[src/rtl/cpu_types_pkg.sv]
// rtl/cpu_types_pkg.sv - shared types for the request unit
// Purpose: request sequencer state encoding.
// Ports: none (package).
package cpu_types_pkg;

   typedef enum logic [1:0] {
      FETCH  = 2'd0,
      DWAIT  = 2'd1,
      HALTED = 2'd2
   } reqstate_t;

endpackage

[src/rtl/req_timer.sv]
// rtl/req_timer.sv - data-access watchdog counter
// Purpose: counts cycles spent waiting on a data access; flags the last allowed cycle.
// Ports:
//   clk   in  clock, rising edge
//   rst_n in  asynchronous active-low reset
//   clr   in  force count to zero (wins over en)
//   en    in  increment count
//   tc    out count has reached DTIMEOUT-1
module req_timer #(
   parameter int DTIMEOUT = 256
) (
   input  logic clk,
   input  logic rst_n,
   input  logic clr,
   input  logic en,
   output logic tc
);

   localparam int TW = (DTIMEOUT > 1) ? $clog2(DTIMEOUT) : 1;

   logic [TW-1:0] cnt_q, cnt_d;

   always_comb begin
      cnt_d = cnt_q;
      if (clr) begin
         cnt_d = '0;
      end else if (en) begin
         cnt_d = cnt_q + TW'(1);
      end
   end

   always_ff @(posedge clk or negedge rst_n) begin
      if (!rst_n) begin
         cnt_q <= '0;
      end else begin
         cnt_q <= cnt_d;
      end
   end

   assign tc = (cnt_q == TW'(DTIMEOUT - 1));

endmodule

[src/rtl/request_unit.sv]
// rtl/request_unit.sv - per-instruction memory request sequencer
// Purpose: issues instruction/data requests, holds the PC during data accesses,
//   latches halt, aborts stuck data accesses and counts stall cycles.
// Ports:
//   CLK, nRST          clock (rising edge), asynchronous active-low reset
//   ihit, dhit         instruction / data access complete
//   cu_halt            decoded HALT
//   cu_dREN, cu_dWEN   decoded load / store
//   imemREN            instruction read request
//   dmemREN, dmemWEN   data read / write request (registered)
//   pcEn               PC update enable (combinational)
//   halt, req_err      sticky halt and sticky error
//   stall_cnt          saturating count of non-halted cycles with pcEn=0
module request_unit
   import cpu_types_pkg::*;
#(
   parameter int DTIMEOUT = 256,
   parameter int CNT_W    = 32
) (
   input  logic             CLK,
   input  logic             nRST,
   input  logic             ihit,
   input  logic             dhit,
   input  logic             cu_halt,
   input  logic             cu_dREN,
   input  logic             cu_dWEN,
   output logic             imemREN,
   output logic             dmemREN,
   output logic             dmemWEN,
   output logic             pcEn,
   output logic             halt,
   output logic             req_err,
   output logic [CNT_W-1:0] stall_cnt
);

   reqstate_t        state_q, state_d;
   logic             dmem_ren_q, dmem_ren_d;
   logic             dmem_wen_q, dmem_wen_d;
   logic             halt_q, halt_d;
   logic             req_err_q, req_err_d;
   logic [CNT_W-1:0] stall_cnt_q, stall_cnt_d;
   logic             timer_clr, timer_en, timer_tc;
   logic             pc_en_raw;
   logic             d_req;

   req_timer #(.DTIMEOUT(DTIMEOUT)) u_timer (
      .clk   (CLK),
      .rst_n (nRST),
      .clr   (timer_clr),
      .en    (timer_en),
      .tc    (timer_tc)
   );

   assign d_req = cu_dREN | cu_dWEN;

   // PC enable before reset gating; the stall counter uses this version since
   // its flop is held in reset anyway.
   always_comb begin
      pc_en_raw = 1'b0;
      case (state_q)
         FETCH:   pc_en_raw = ihit & ~cu_halt & ~d_req;
         DWAIT:   pc_en_raw = dhit;
         default: pc_en_raw = 1'b0;
      endcase
   end

   always_comb begin
      state_d    = state_q;
      dmem_ren_d = dmem_ren_q;
      dmem_wen_d = dmem_wen_q;
      halt_d     = halt_q;
      req_err_d  = req_err_q;
      timer_clr  = 1'b1;
      timer_en   = 1'b0;
      case (state_q)
         FETCH: begin
            if (ihit) begin
               if (cu_halt) begin
                  state_d = HALTED;
                  halt_d  = 1'b1;
               end else if (d_req) begin
                  // A conflicting decode is treated as a store and flagged.
                  state_d    = DWAIT;
                  dmem_wen_d = cu_dWEN;
                  dmem_ren_d = cu_dREN & ~cu_dWEN;
                  if (cu_dREN & cu_dWEN) begin
                     req_err_d = 1'b1;
                  end
               end
            end
         end
         DWAIT: begin
            if (dhit) begin
               state_d    = FETCH;
               dmem_ren_d = 1'b0;
               dmem_wen_d = 1'b0;
            end else if (timer_tc) begin
               state_d    = HALTED;
               dmem_ren_d = 1'b0;
               dmem_wen_d = 1'b0;
               halt_d     = 1'b1;
               req_err_d  = 1'b1;
            end else begin
               timer_clr = 1'b0;
               timer_en  = 1'b1;
            end
         end
         default: begin
            // HALTED and the unused encoding both park here.
            state_d    = HALTED;
            dmem_ren_d = 1'b0;
            dmem_wen_d = 1'b0;
            halt_d     = 1'b1;
         end
      endcase
   end

   always_comb begin
      stall_cnt_d = stall_cnt_q;
      if ((state_q != HALTED) && !pc_en_raw && (stall_cnt_q != {CNT_W{1'b1}})) begin
         stall_cnt_d = stall_cnt_q + CNT_W'(1);
      end
   end

   always_ff @(posedge CLK or negedge nRST) begin
      if (!nRST) begin
         state_q     <= FETCH;
         dmem_ren_q  <= 1'b0;
         dmem_wen_q  <= 1'b0;
         halt_q      <= 1'b0;
         req_err_q   <= 1'b0;
         stall_cnt_q <= '0;
      end else begin
         state_q     <= state_d;
         dmem_ren_q  <= dmem_ren_d;
         dmem_wen_q  <= dmem_wen_d;
         halt_q      <= halt_d;
         req_err_q   <= req_err_d;
         stall_cnt_q <= stall_cnt_d;
      end
   end

   assign imemREN   = (state_q == FETCH);
   assign dmemREN   = dmem_ren_q;
   assign dmemWEN   = dmem_wen_q;
   assign pcEn      = pc_en_raw & nRST;
   assign halt      = halt_q;
   assign req_err   = req_err_q;
   assign stall_cnt = stall_cnt_q;

endmodule
[config.mk]
export PLATFORM = sky130hd
export DESIGN_NAME = request_unit
export DESIGN_NICKNAME = d
export VERILOG_FILES = /design/src/rtl/cpu_types_pkg.sv /design/src/rtl/req_timer.sv /design/src/rtl/request_unit.sv
export SDC_FILE = /design/constraint.sdc
export NUM_CORES = 1
export LEC_CHECK = 0
export ABC_AREA = 1
export BUFFER_PORTS_ARGS = -buffer_cell sky130_fd_sc_hd__buf_2
export CAP_MARGIN = 20
export CORE_MARGIN = 8
export CORE_UTILIZATION = 60
export CTS_BUF_LIST = sky130_fd_sc_hd__clkbuf_2
export DETAILED_ROUTE_END_ITERATION = 10
export HOLD_SLACK_MARGIN = 0.1
export PLACE_DENSITY = 0.84
export SLEW_MARGIN = 20
export SYNTH_ARGS = -nofsm -noshare
export SYNTH_HDL_FRONTEND = slang
export SYNTH_HIERARCHICAL = 1
export SYNTH_SLANG_ARGS = --single-unit
[constraint.sdc]
create_clock -name CLK -period 6.27 [get_ports CLK]
set_input_delay 0.627 -clock CLK [delete_from_list [all_inputs] [get_ports CLK]]
set_output_delay 0.627 -clock CLK [all_outputs]
set_load 0.005 [all_outputs]
Word-level counts from Yosys, hierarchy flattened:

Cells that the tools add are included.

* output and inout bits: 38
* word-level logic and storage cells: 76
* flip-flop bits (word level): 46

* reduce and logical (&&, ||, !) cells: 10
* add/sub/neg operators: 2
* bitwise operators: 9
* muxes and demuxes: 35
* equality and inequality tests: 13

Operators with widths (count)
* 32-bit by 1-bit adder with 32-bit output, second input constant: 1
* 32-bit != test, second input constant: 1
* 1-bit 2-to-1 mux: 22
* 8-bit 2-to-1 mux: 2
* 2-bit != test, second input constant: 6
* 2-bit 2-to-1 mux: 5
* 1-bit case mux with 2 select lines: 5
* 8-bit by 1-bit adder with 8-bit output, second input constant: 1
* 8-bit == test, second input constant: 1
* 4-bit AND reduction: 2
* 7-bit AND reduction: 1
* 1-bit bitwise AND: 5
* 2-bit by 1-bit != test with 1-bit output, second input constant: 2
* 2-bit case mux with 2 select lines: 1
* 2-bit nonzero test: 2
* 3-bit by 2-bit != test with 1-bit output, second input constant: 1
* 3-bit != test, second input constant: 1
* 1-bit NOT: 3
* 3-bit AND reduction: 1
* 2-bit by 1-bit == test with 1-bit output, second input constant: 1
* 1-bit logical AND: 2
* 2-bit zero test: 1
* 1-bit zero test: 1
* 1-bit bitwise OR: 1

Depth between registers and ports, before layout:

Gate-level depths: netlist of run 1.

* depth in word-level cells: 7
* gate-level depth with buffers: 14

Hierarchy:

The synthesis of run 1 kept the hierarchy.

By module, submodules not included
* request_unit: cells an instance 370, times used 1, seq. area each 950.9 um2, area an instance 2466.1 um2
* req_timer: cells an instance 61, times used 1, seq. area each 200.2 um2, area an instance 442.9 um2

Worst setup path before layout of run 1:

Ideal clock, no wire load.

* kind: reg-to-reg
* from: register u_timer.cnt_q[0]
* to: register u_timer.cnt_q[6]
* path buffers: 0
* arrival time: 1902 ps
* setup slack: 4255 ps
* cell stages (with the launch flop): 15
* cells stage by stage: dfrtp_1 ha_1 nand2_1 inv_1 and3_1 inv_1 nand2_1 nor2_1 inv_1 nor2_4 inv_1 nand3_1 nand2_1 nand2_1 inv_1

* cells in the longest elaborated chain, start to end: 5
* elaborated cells between the ends (all ways): 11
* classes of those cells: add/sub (1); eq/ne (1); mux (8); reduce/logical (1)

Ends and longest elaborated chain
* start: declaration: line req_timer.sv:21 `logic [TW-1:0] cnt_q, cnt_d;`
* start signal: assignment: line req_timer.sv:36 `cnt_q <= cnt_d;`
* 8-bit == test: line req_timer.sv:40 `assign tc = (cnt_q == TW'(DTIMEOUT - 1));`
* via timer_tc: line request_unit.sv:42 `logic timer_clr, timer_en, timer_tc;`
* 1-bit 2-to-1 mux: line request_unit.sv:97 `end else if (timer_tc) begin`
* 1-bit 2-to-1 mux: line request_unit.sv:93 `if (dhit) begin`
* 1-bit 2-to-1 mux: line request_unit.sv:75 `case (state_q)`
* via timer_en: line request_unit.sv:42
* 2-bit nonzero test (no source line)

The timed path passes the listed nets, and every way through them passes these cells. The select of a mux whose other input is x is not followed.
A chain may end at the register's enable or synchronous reset.

Worst setup path after layout of run 1:

* from: register u_timer.cnt_q[1]
* to: register u_timer.cnt_q[6]

The elaborated chain is that of the path after synthesis.

==> metrics, run 1 <==
status completed; Gate Count Post-Synth around 430; number of fill cells in the layout 430; Final period util between 30 and 40%; CP max FO 7; vias in the first global route roughly 2700; Crit. End Element flop; Post-Syn Area 2910 um2; GPL Wtd Cong 0.908; clock period minus worst slack 2260 ps; Final nets around 490; first-pass GRT wire length around 12 mm; Final Slew Violations 0; kind of critical path flop to flop; #FFs+latches synth 46; Ys Warns 6; Final setup viols 0; cts repair resizes 0; Overall Global Routing Usage 19.3%; syn avg cell area approximately 6.7 um2; Die Y 85.6 um; I/O pin total 45; Routed Wire Length 6.51 mm; RR Startpoint u_timer/cnt_q[1]; Final Util just under 70%; die span in x 85.6 um; area occupied by multi-input gates about 1600 um2; antenna diode count 0; relative slew slack 61.2%; # Max-Cap Violations 0; P&R area growth vs syn 10.8%; RSZ-0062 raised after global routing no; CTS clk-pin slew, worst paths 230 ps; ANT nets after route 0; Port-buffer cells 44; register area ~1200 um2; placement row count 25; commonest non-fill, non-tap cell in the layout nand2_1; wire per inst 12.2 um; r2r setup slk about 4000 ps; die area 7330 um2; RR Endpoint u_timer/cnt_q[6]; routed via count roughly 2800; static leakage ~0.0017 uW; Pre-antenna DRT Iters 4; PD cells roughly 150 nW/um2; H-tree depth 2; worst min path class input port to async pin; DRT iter0 DRCs between 150 and 200; worst-skew pair later-pin latency ~430 ps; CTS buffer count 5; CTS tree done; critical path arrival approximately 2600 ps; initial antenna violation count 0; Post-CTS Setup Bufs 0; Max clock buf depth 2; post-cts hold buffer count 0; final hold viol count 0; clk_skew approximately 19 ps; Peak VDD IR slightly above 0.00009 V; Initial Utilization between 60% and 70%; R2R cell count 14; Worst Setup Start Kind flop; most frequent cells in the layout 199 x nand2_1, 54 x nor2_1, 46 x dfrtp_1, 44 x buf_2, 39 x inv_1; sequential element share of the synthesized area 39.6%; largest net degree at the start of global routing between 40 and 50; Mapped Nets between 400 and 500; Main synth FF type dfrtp_1; EDFF count, synth 0; root buf cell clkbuf_2; post-route setup TNS 0 ps; DRC viols 0; Critical Path RT roughly 6600 ps; Max Clock Freq about 440 MHz; ys async rst share 100%; synth unique cells 29; area of the core region 4690 um2; CTS sink count 46; post-DP HPWL 4.90 mm; share of layout cells above drive strength 1 15.4%; actual slew at the worst max-slew pin just under 600 ps; GRT overflow 0; vias per cell between 5 and 6
[sequential cells by signal (all words and copies together), names as in the netlist]
signal         count
halt               1
req_err            1
stall_cnt         32
dmemWEN            1
state_q            2
dmemREN            1
u_timer/cnt_q      8
[worst max-delay path by stage]
| stage | from | to | slack [ps] | cells after the start |
|---|---|---|---|---|
| finish | u_timer/cnt_q[1] | u_timer/cnt_q[6] | 4010 | 14 |
| global route | u_timer/cnt_q[1] | u_timer/cnt_q[6] | 3760 | 14 |
| CTS | state_q[0] | pcEn | 4000 | 4 |
| detailed placement | nRST | pcEn | 4040 | 4 |
| global placement | nRST | pcEn | 4070 | 4 |
| floorplan | u_timer/cnt_q[0] | u_timer/cnt_q[6] | 4260 | 14 |
[routing by layer]
| metal | vias to the layer above | share of wire [%] | track usage (%) | wire, um |
|---|---|---|---|---|
| li1 | 1408 | - | - | - |
| met1 | 1269 | 43 | 22.4 | 2820 |
| met2 | 68 | 49 | 33.7 | 3200 |
| met3 | 14 | 5.7 | 4.58 | 368 |
| met4 | 0 | 1.9 | 6.69 | 123 |
| met5 | - | 0 | 0 | 0 |
[Yosys cell counts (2+ instances only)]
cell type,instances,area share [%]
ha_1,2,0.86
nand3_1,20,3.4
nand3b_1,8,2.1
nor2_4,3,1.2
nand2_4,2,0.77
a21oi_1,2,0.34
nor2_2,8,1.7
dfrtp_1,46,40
nand2_1,199,26
inv_2,2,0.26
o31ai_1,2,0.52
xor2_1,10,3.0
inv_1,39,5.0
buf_4,3,0.77
buf_6,2,0.77
nor2_1,54,7.0
xnor2_1,4,1.2
o21ai_0,14,2.4
[report_power, final]
group,internal [uW],leakage [uW],switching (uW),total [uW]
sequential,298,0.000630,0.390,298
clock,66.1,0.0000427,97.7,164
combinational,2.63,0.00106,8.10,10.7
[per-stage QoR]
| stage | setup WS (ps) | instance area, um2 | hold WS, ps | power, uW | cells |
|---|---|---|---|---|---|
| final | 4010 | 3220 | 238 | 472 | 533 |
| after global routing | 3760 | 3220 | 281 | 489 | 533 |
| after CTS | 4000 | 3220 | 245 | 477 | 533 |
| after detailed placement | 4040 | 3160 | 454 | 314 | 525 |
| after global placement | 4070 | 3160 | 450 | 314 | 525 |
| after floorplan | 4260 | 2910 | 331 | 305 | 431 |
[critical path, cell delays in order, from the launching register on]
cell,delay [ps]
dfrtp_1,450
ha_1,200
nand2_1,110
inv_1,60
and3_1,170
inv_1,60
nand2_1,50
nor2_1,290
inv_1,200
nor2_4,230
inv_1,90
nand3_1,90
nand2_1,60
nand2_1,60
inv_1,40
[logic make-up after synthesis]
kind of cell,count (synthesis),synth area share [%]
compound gates,22,4.30
fa+ha+maj,2,0.860
xor+xnor,14,4.21
flops,46,39.6
buf+inv,47,7.05
simple gates,300,44.0
[layout make-up]
class | count | area share (%)
Clock buffer | 5 | 0.776
Clock inverter | 3 | 1.24
Inverter | 42 | 4.97
Multi-Input combinational cell | 338 | 48.2
Sequential cell | 46 | 35.7
Tap cell | 54 | 2.10
Timing Repair Buffer | 45 | 7.06
No activity file was read; power rests on OpenSTA's default activity.
==> inputs of run 2 (changes only) <==
CORE_UTILIZATION = 53   (was 60)
PLACE_DENSITY = 0.78   (was 0.84)
clock period = 2 ns   (was 6.27 ns; I/O delays follow)
==> metrics, run 2 (same netlist as run 1, synthesis figures left out) <==
post-DP HPWL 5.11 mm (was 4.90 mm); final std cells w/o fill 564 (was 533); CTS sink count 46 (unchanged); area of the core region 5410 um2 (was 4690 um2); number of flip-flops in the largest register 32 (unchanged); Final Slew Violations 0 (unchanged); CP max FO 7 (unchanged); worst-skew pair later-pin latency 420 ps (was 430 ps); Worst Setup Start Kind flop (unchanged); actual slew at the worst max-slew pin 580 ps (was 582 ps); clk_skew 16.9 ps (was 18.7 ps); share of layout cells above drive strength 1 17.9% (was 15.4%); Final period util 92.4% (was 36.0%); # Max-Cap Violations 0 (unchanged); final setup margin 152 ps (was 4010 ps); Max Clock Freq 541 MHz (was 443 MHz); Crit. End Element flop (unchanged); relative slew slack 61.3% (was 61.2%); placement row count 27 (was 25); initial antenna violation count 0 (unchanged); most frequent cells in the layout 198 x nand2_1, 52 x nor2_1, 46 x dfrtp_1, 44 x buf_2, 36 x inv_1 (was 199 x nand2_1, 54 x nor2_1, 46 x dfrtp_1, 44 x buf_2, 39 x inv_1); Max clock buf depth 2 (unchanged); Overall Global Routing Usage 17.3% (was 19.3%); pre-CTS WS 68.7 ps (was 4040 ps); kind of critical path flop to flop (unchanged); status completed (unchanged); Final setup viols 0 (unchanged); vias in the first global route 2733 (was 2663); Peak VDD IR 0.000251 V (was 0.0000923 V); worst min path class input port to flop (was input port to async pin); root buf cell clkbuf_2 (unchanged); clock period minus worst slack 1850 ps (was 2260 ps); GRT overflow 0 (unchanged); CP Cell Sequence ha_2 > nand2_2 > inv_1 > and3_4 > inv_2 > nand2_1 > nor2_2 > buf_4 > nor2_4 > nor2_4 > o21ai_0 > nor2_1 (was ha_1 > nand2_1 > inv_1 > and3_1 > inv_1 > nand2_1 > nor2_1 > inv_1 > nor2_4 > inv_1 > nand3_1 > nand2_1 > nand2_1 > inv_1); CTS clk-pin slew, worst paths 240 ps (was 230 ps); Die Y 90.1 um (was 85.6 um); ANT nets after route 0 (unchanged); met2 Use GR 29.9% (was 33.7%); critical path arrival 2190 ps (was 2600 ps); number of fill cells in the layout 525 (was 430); max incr delay on CP 450 ps (about the same); DRC viols 0 (unchanged); wire per inst 12.1 um (was 12.2 um); routed via count 2793 (was 2759); CTS tree done (unchanged); most used routing layer met2 (unchanged); PD cells 406 nW/um2 (was 147 nW/um2); Critical Path RT 2350 ps (was 6610 ps); die area 8120 um2 (was 7330 um2); first-pass GRT wire length 11.9 mm (was 11.7 mm); Final nets 500 (was 487); GPL Wtd Cong 0.889 (was 0.908); Initial Utilization 53.8% (was 62.0%); Pre-antenna DRT Iters 4 (unchanged); final hold viol count 0 (unchanged); die span in x 90.1 um (was 85.6 um); Top cell by count, worst path nor2_4 (was inv_1); H-tree depth 2 (unchanged); static leakage 0.00178 uW (was 0.00174 uW); Placed Instances 548 (was 525); largest net degree at the start of global routing 47 (was 48); DRT iter0 DRCs 160 (was 185); CP max stage cell dfrtp_1 (unchanged); P&R area growth vs syn 15.4% (was 10.8%); post-route setup TNS 0 ps (unchanged); I/O pin total 45 (unchanged); vias per cell 4.95 (was 5.18); commonest non-fill, non-tap cell in the layout nand2_1 (unchanged); GR Util met1 19.5% (was 22.4%); Routed Wire Length 6.80 mm (was 6.51 mm); met3 usage 4.90% (was 4.58%); CTS buffer count 5 (unchanged); antenna diode count 0 (unchanged); Port-buffer cells 44 (unchanged)
run 2: cell count changes in the layout (fill, tap and decap cells not counted), moves of 2 or more:
cell | previous run | this run
buf_4 | 1 | 9
clkinv_1 | 0 | 2
clkinv_2 | 2 | 0
dlygate4sd3_1 | 0 | 5
inv_1 | 39 | 36
inv_2 | 2 | 4
nor2_1 | 54 | 52
run 2: repair_timing:
item	4_1_cts	5_1_grt
hold endpoints to repair	50	0
hold buffers	5	0
setup buffers	0	3
gates resized for setup	0	9
setup endpoints to repair	0	12
run 2: worst paths after layout:
path	startpoint	to	slack, ps	depth (start not counted)
max reg2reg	u_timer/cnt_q[1]	u_timer/cnt_q[3]	150	12
min in group asynchronous	nRST	stall_cnt[2]	430	3
min reg2reg	halt	halt	500	1
max in group asynchronous	nRST	stall_cnt[30]	1160	3
min	ihit	state_q[0]	150	5
max	u_timer/cnt_q[1]	u_timer/cnt_q[3]	150	12
run 2: power by group:
part / internal (uW) / leakage, uW / switching, uW / total (uW)
clock network: 81.1 / 0.0000280 / 305 / 386
logic: 14.6 / 0.00112 / 28.4 / 43.0
registers: 933 / 0.000630 / 0.829 / 934
run 2: worst max-delay path, delay by kind of cell (launching register included):
kind                     cells  cell delay [ps]
AND/OR/NAND/NOR              7              720
flip-flops                   1              450
buffers and inverters        3              250
adder cells (fa/ha/maj)      1              200
AO/OA/AOI/OAI                1              150
run 2: metrics by stage:
| stage | hold slack, ps | instance area [um2] | power, uW | util, % |
|---|---|---|---|---|
| 2_1_floorplan | -95.6 | 2910 | 955 | - |
| 3_3_place_gp | 407 | 3220 | 986 | 59.6 |
| 3_5_place_dp | 411 | 3220 | 987 | 59.6 |
| 4_1_cts | 125 | 3310 | 1380 | 61.3 |
| 5_1_grt | 142 | 3360 | 1420 | 62.1 |
| 6_report | 150 | 3360 | 1360 | 62.1 |
run 2: metal layers:
| layer | wire length, um | share of wire, % |
|---|---|---|
| met4 | 146 | 2.1 |
| met1 | 2970 | 44 |
| met5 | 0 | 0 |
| met3 | 401 | 5.9 |
| met2 | 3280 | 48 |
run 2: final cells by class:
cell class | instances | area, um2 | share of cell area (%)
multi-input combinational | 338 | 1570 | 46.9
sequential | 46 | 1150 | 34.3
timing repair buffer | 58 | 338 | 10.1
inverter | 42 | 163 | 4.85
tap | 72 | 90.1 | 2.68
clock buffer | 5 | 25.0 | 0.746
clock inverter | 3 | 16.3 | 0.485
==> inputs of run 3 (changes only) <==
BUFFER_PORTS_ARGS = -buffer_cell sky130_fd_sc_hd__buf_4   (was -buffer_cell sky130_fd_sc_hd__buf_2)
==> metrics, run 3 (same netlist as run 1, synthesis figures left out) <==
RR Endpoint u_timer/cnt_q[4] (was u_timer/cnt_q[3]); Final period util 95.8% (was 92.4%); routed length on met3 444 um (was 401 um); commonest non-fill, non-tap cell in the layout nand2_1 (unchanged); Combinational Power Share 3.4% (was 3.2%); kind of critical path flop to flop (unchanged); vias in the first global route 2823 (was 2733); pre-CTS WS 17.8 ps (was 68.7 ps); P&R area growth vs syn 19.0% (was 15.4%); CP endpoint u_timer/cnt_q[4] (was u_timer/cnt_q[3]); Initial Utilization 53.8% (unchanged); GPL Wtd Cong 0.889 (about the same); Port-buffer cells 44 (unchanged); WHS Path Cells 4 (was 5); relative slew slack 61.5% (was 61.3%); GRT overflow 0 (unchanged); Sw Pwr 320 uW (was 334 uW); initial antenna violation count 0 (unchanged); placement row count 27 (unchanged); number of flip-flops in the largest register 32 (unchanged); Final setup viols 0 (unchanged); worst min path class input port to flop (unchanged); post-DP HPWL 5.17 mm (was 5.11 mm); area of the core region 5410 um2 (unchanged); met1 WL 2.94 mm (was 2.97 mm); Setup crit start u_timer/cnt_q[1] (unchanged); I/O pin total 45 (unchanged); clock period minus worst slack 1920 ps (was 1850 ps); DR top layer met4 (unchanged); status completed (unchanged); CP max FO 7 (unchanged); antenna diode count 0 (unchanged); clk_skew 13.6 ps (was 16.9 ps); Final Cell Area 3460 um2 (was 3360 um2); root buf cell clkbuf_2 (unchanged); CTS buffer count 5 (unchanged); r2r setup slk 80 ps (was 150 ps); final setup margin 84.4 ps (was 152 ps); H-tree depth 2 (unchanged); Pint 1040 uW (was 1030 uW); most frequent cells in the layout 198 x nand2_1, 53 x nor2_1, 52 x buf_4, 46 x dfrtp_1, 36 x inv_1 (was 198 x nand2_1, 52 x nor2_1, 46 x dfrtp_1, 44 x buf_2, 36 x inv_1); DP Area 3330 um2 (was 3220 um2); Pre-antenna DRT Iters 4 (unchanged); RR Startpoint u_timer/cnt_q[1] (unchanged); Peak VDD IR 0.000323 V (was 0.000251 V); Seq pwr share 68.9% (was 68.5%); static leakage 0.00178 uW (about the same); Final nets 499 (was 500); Crit. End Element flop (unchanged); Worst Setup Start Kind flop (unchanged); Clk pwr share 27.8% (was 28.3%); die area 8120 um2 (unchanged); final hold viol count 0 (unchanged); actual slew at the worst max-slew pin 577 ps (was 580 ps); R2R cell count 13 (was 12); Net Sw Frac 23.6% (was 24.5%); Max Clock Freq 522 MHz (was 541 MHz); DR WL met2 3.43 mm (was 3.28 mm); share of layout cells above drive strength 1 18.1% (was 17.9%); # Max-Cap Violations 0 (unchanged); ANT nets after route 0 (unchanged); PD cells 392 nW/um2 (was 406 nW/um2); Critical Path RT 2360 ps (was 2350 ps); Final Slew Violations 0 (unchanged); CTS sink count 46 (unchanged); routed via count 2783 (was 2793); CTS clk-pin slew, worst paths 210 ps (was 240 ps); die span in x 90.1 um (unchanged); DRT iter0 DRCs 203 (was 160); vias per cell 4.94 (was 4.95); CTS tree done (unchanged); DRC viols 0 (unchanged); Die Y 90.1 um (unchanged); wire per inst 12.3 um (was 12.1 um); critical path arrival 2270 ps (was 2190 ps); worst-skew pair later-pin latency 420 ps (about the same); Min Hold Slack 158 ps (was 150 ps); largest net degree at the start of global routing 47 (unchanged); Max clock buf depth 2 (unchanged); RSZ-0062 raised after global routing yes; Overall Global Routing Usage 17.9% (was 17.3%); number of fill cells in the layout 487 (was 525); Routed Wire Length 6.94 mm (was 6.80 mm); first-pass GRT wire length 12.4 mm (was 11.9 mm)
-- run 3: cell types whose count changed in the layout (fill, tap and decap cells not counted), moves of 2 or more --
cell,change
nor2_2,-2
buf_4,+43
nand3_2,+2
nand3_1,-2
buf_2,-44
-- run 3: layout make-up --
class                      count  area (um2)  area share, %
clock buffer                   6        30.0          0.867
tap                           72        90.1           2.60
sequential                    46        1150           33.2
multi-input combinational    338        1580           45.6
inverter                      42         160           4.63
timing repair buffer          57         442           12.8
clock inverter                 2        8.76          0.253
-- run 3: worst min path at each step --
stage | start | end | slack (ps)
5_1_grt | dhit | state_q[1] | 140
3_5_place_dp | nRST | stall_cnt[0] | 380
3_3_place_gp | nRST | stall_cnt[0] | 380
2_1_floorplan | nRST | dmemREN | -100
6_report | dhit | req_err | 160
4_1_cts | dhit | req_err | 110
-- run 3: per-layer routing --
metal	up-vias	global-route usage (%)
met5	-	0
met4	0	6.66
met3	13	4.32
met2	78	31.6
met1	1253	20.5
li1	1439	-
-- run 3: power by group through the flow --
stage                     Sequential (uW)  Combinational, uW  Clock [uW]
after detailed placement              950               41.1           0
after global placement                950               40.0           0
after global routing                  935               52.5         436
final                                 934               45.8         377
after CTS                             934               46.9         406
after floorplan                       950               5.17           0
-- run 3: per-stage QoR --
| stage | setup TNS (ps) | utilization (%) | total power (uW) | instances |
|---|---|---|---|---|
| 3_3_place_gp | 0 | 61.6 | 990 | 548 |
| 6_report | 0 | 64.1 | 1360 | 563 |
| 5_1_grt | -175 | 64.1 | 1420 | 563 |
| 2_1_floorplan | 0 | - | 955 | 431 |
| 3_5_place_dp | 0 | 61.6 | 991 | 548 |
| 4_1_cts | 0 | 63.1 | 1390 | 560 |
-- run 3: what timing repair did --
action | 4_1_cts | 5_1_grt
resized for setup | 0 | 11
hold buffers | 4 | 0
endpoints found under the hold margin | 50 | 0
pin swaps | 1 | 5
buffers inserted | 0 | 3
endpoints found under the setup margin | 1 | 9
-- run 3: critical path, cell delays in order, from the launching register on --
cell and delay, ps:
dfrtp_1 450, ha_2 210, nand2_2 100, inv_2 40, and3_1 170, inv_1 60
nand2_1 70, nor2_2 170, inv_2 80, nor2_4 220, nor2_1 90, nand3_1 70
nand2_1 50, nor2_1 90
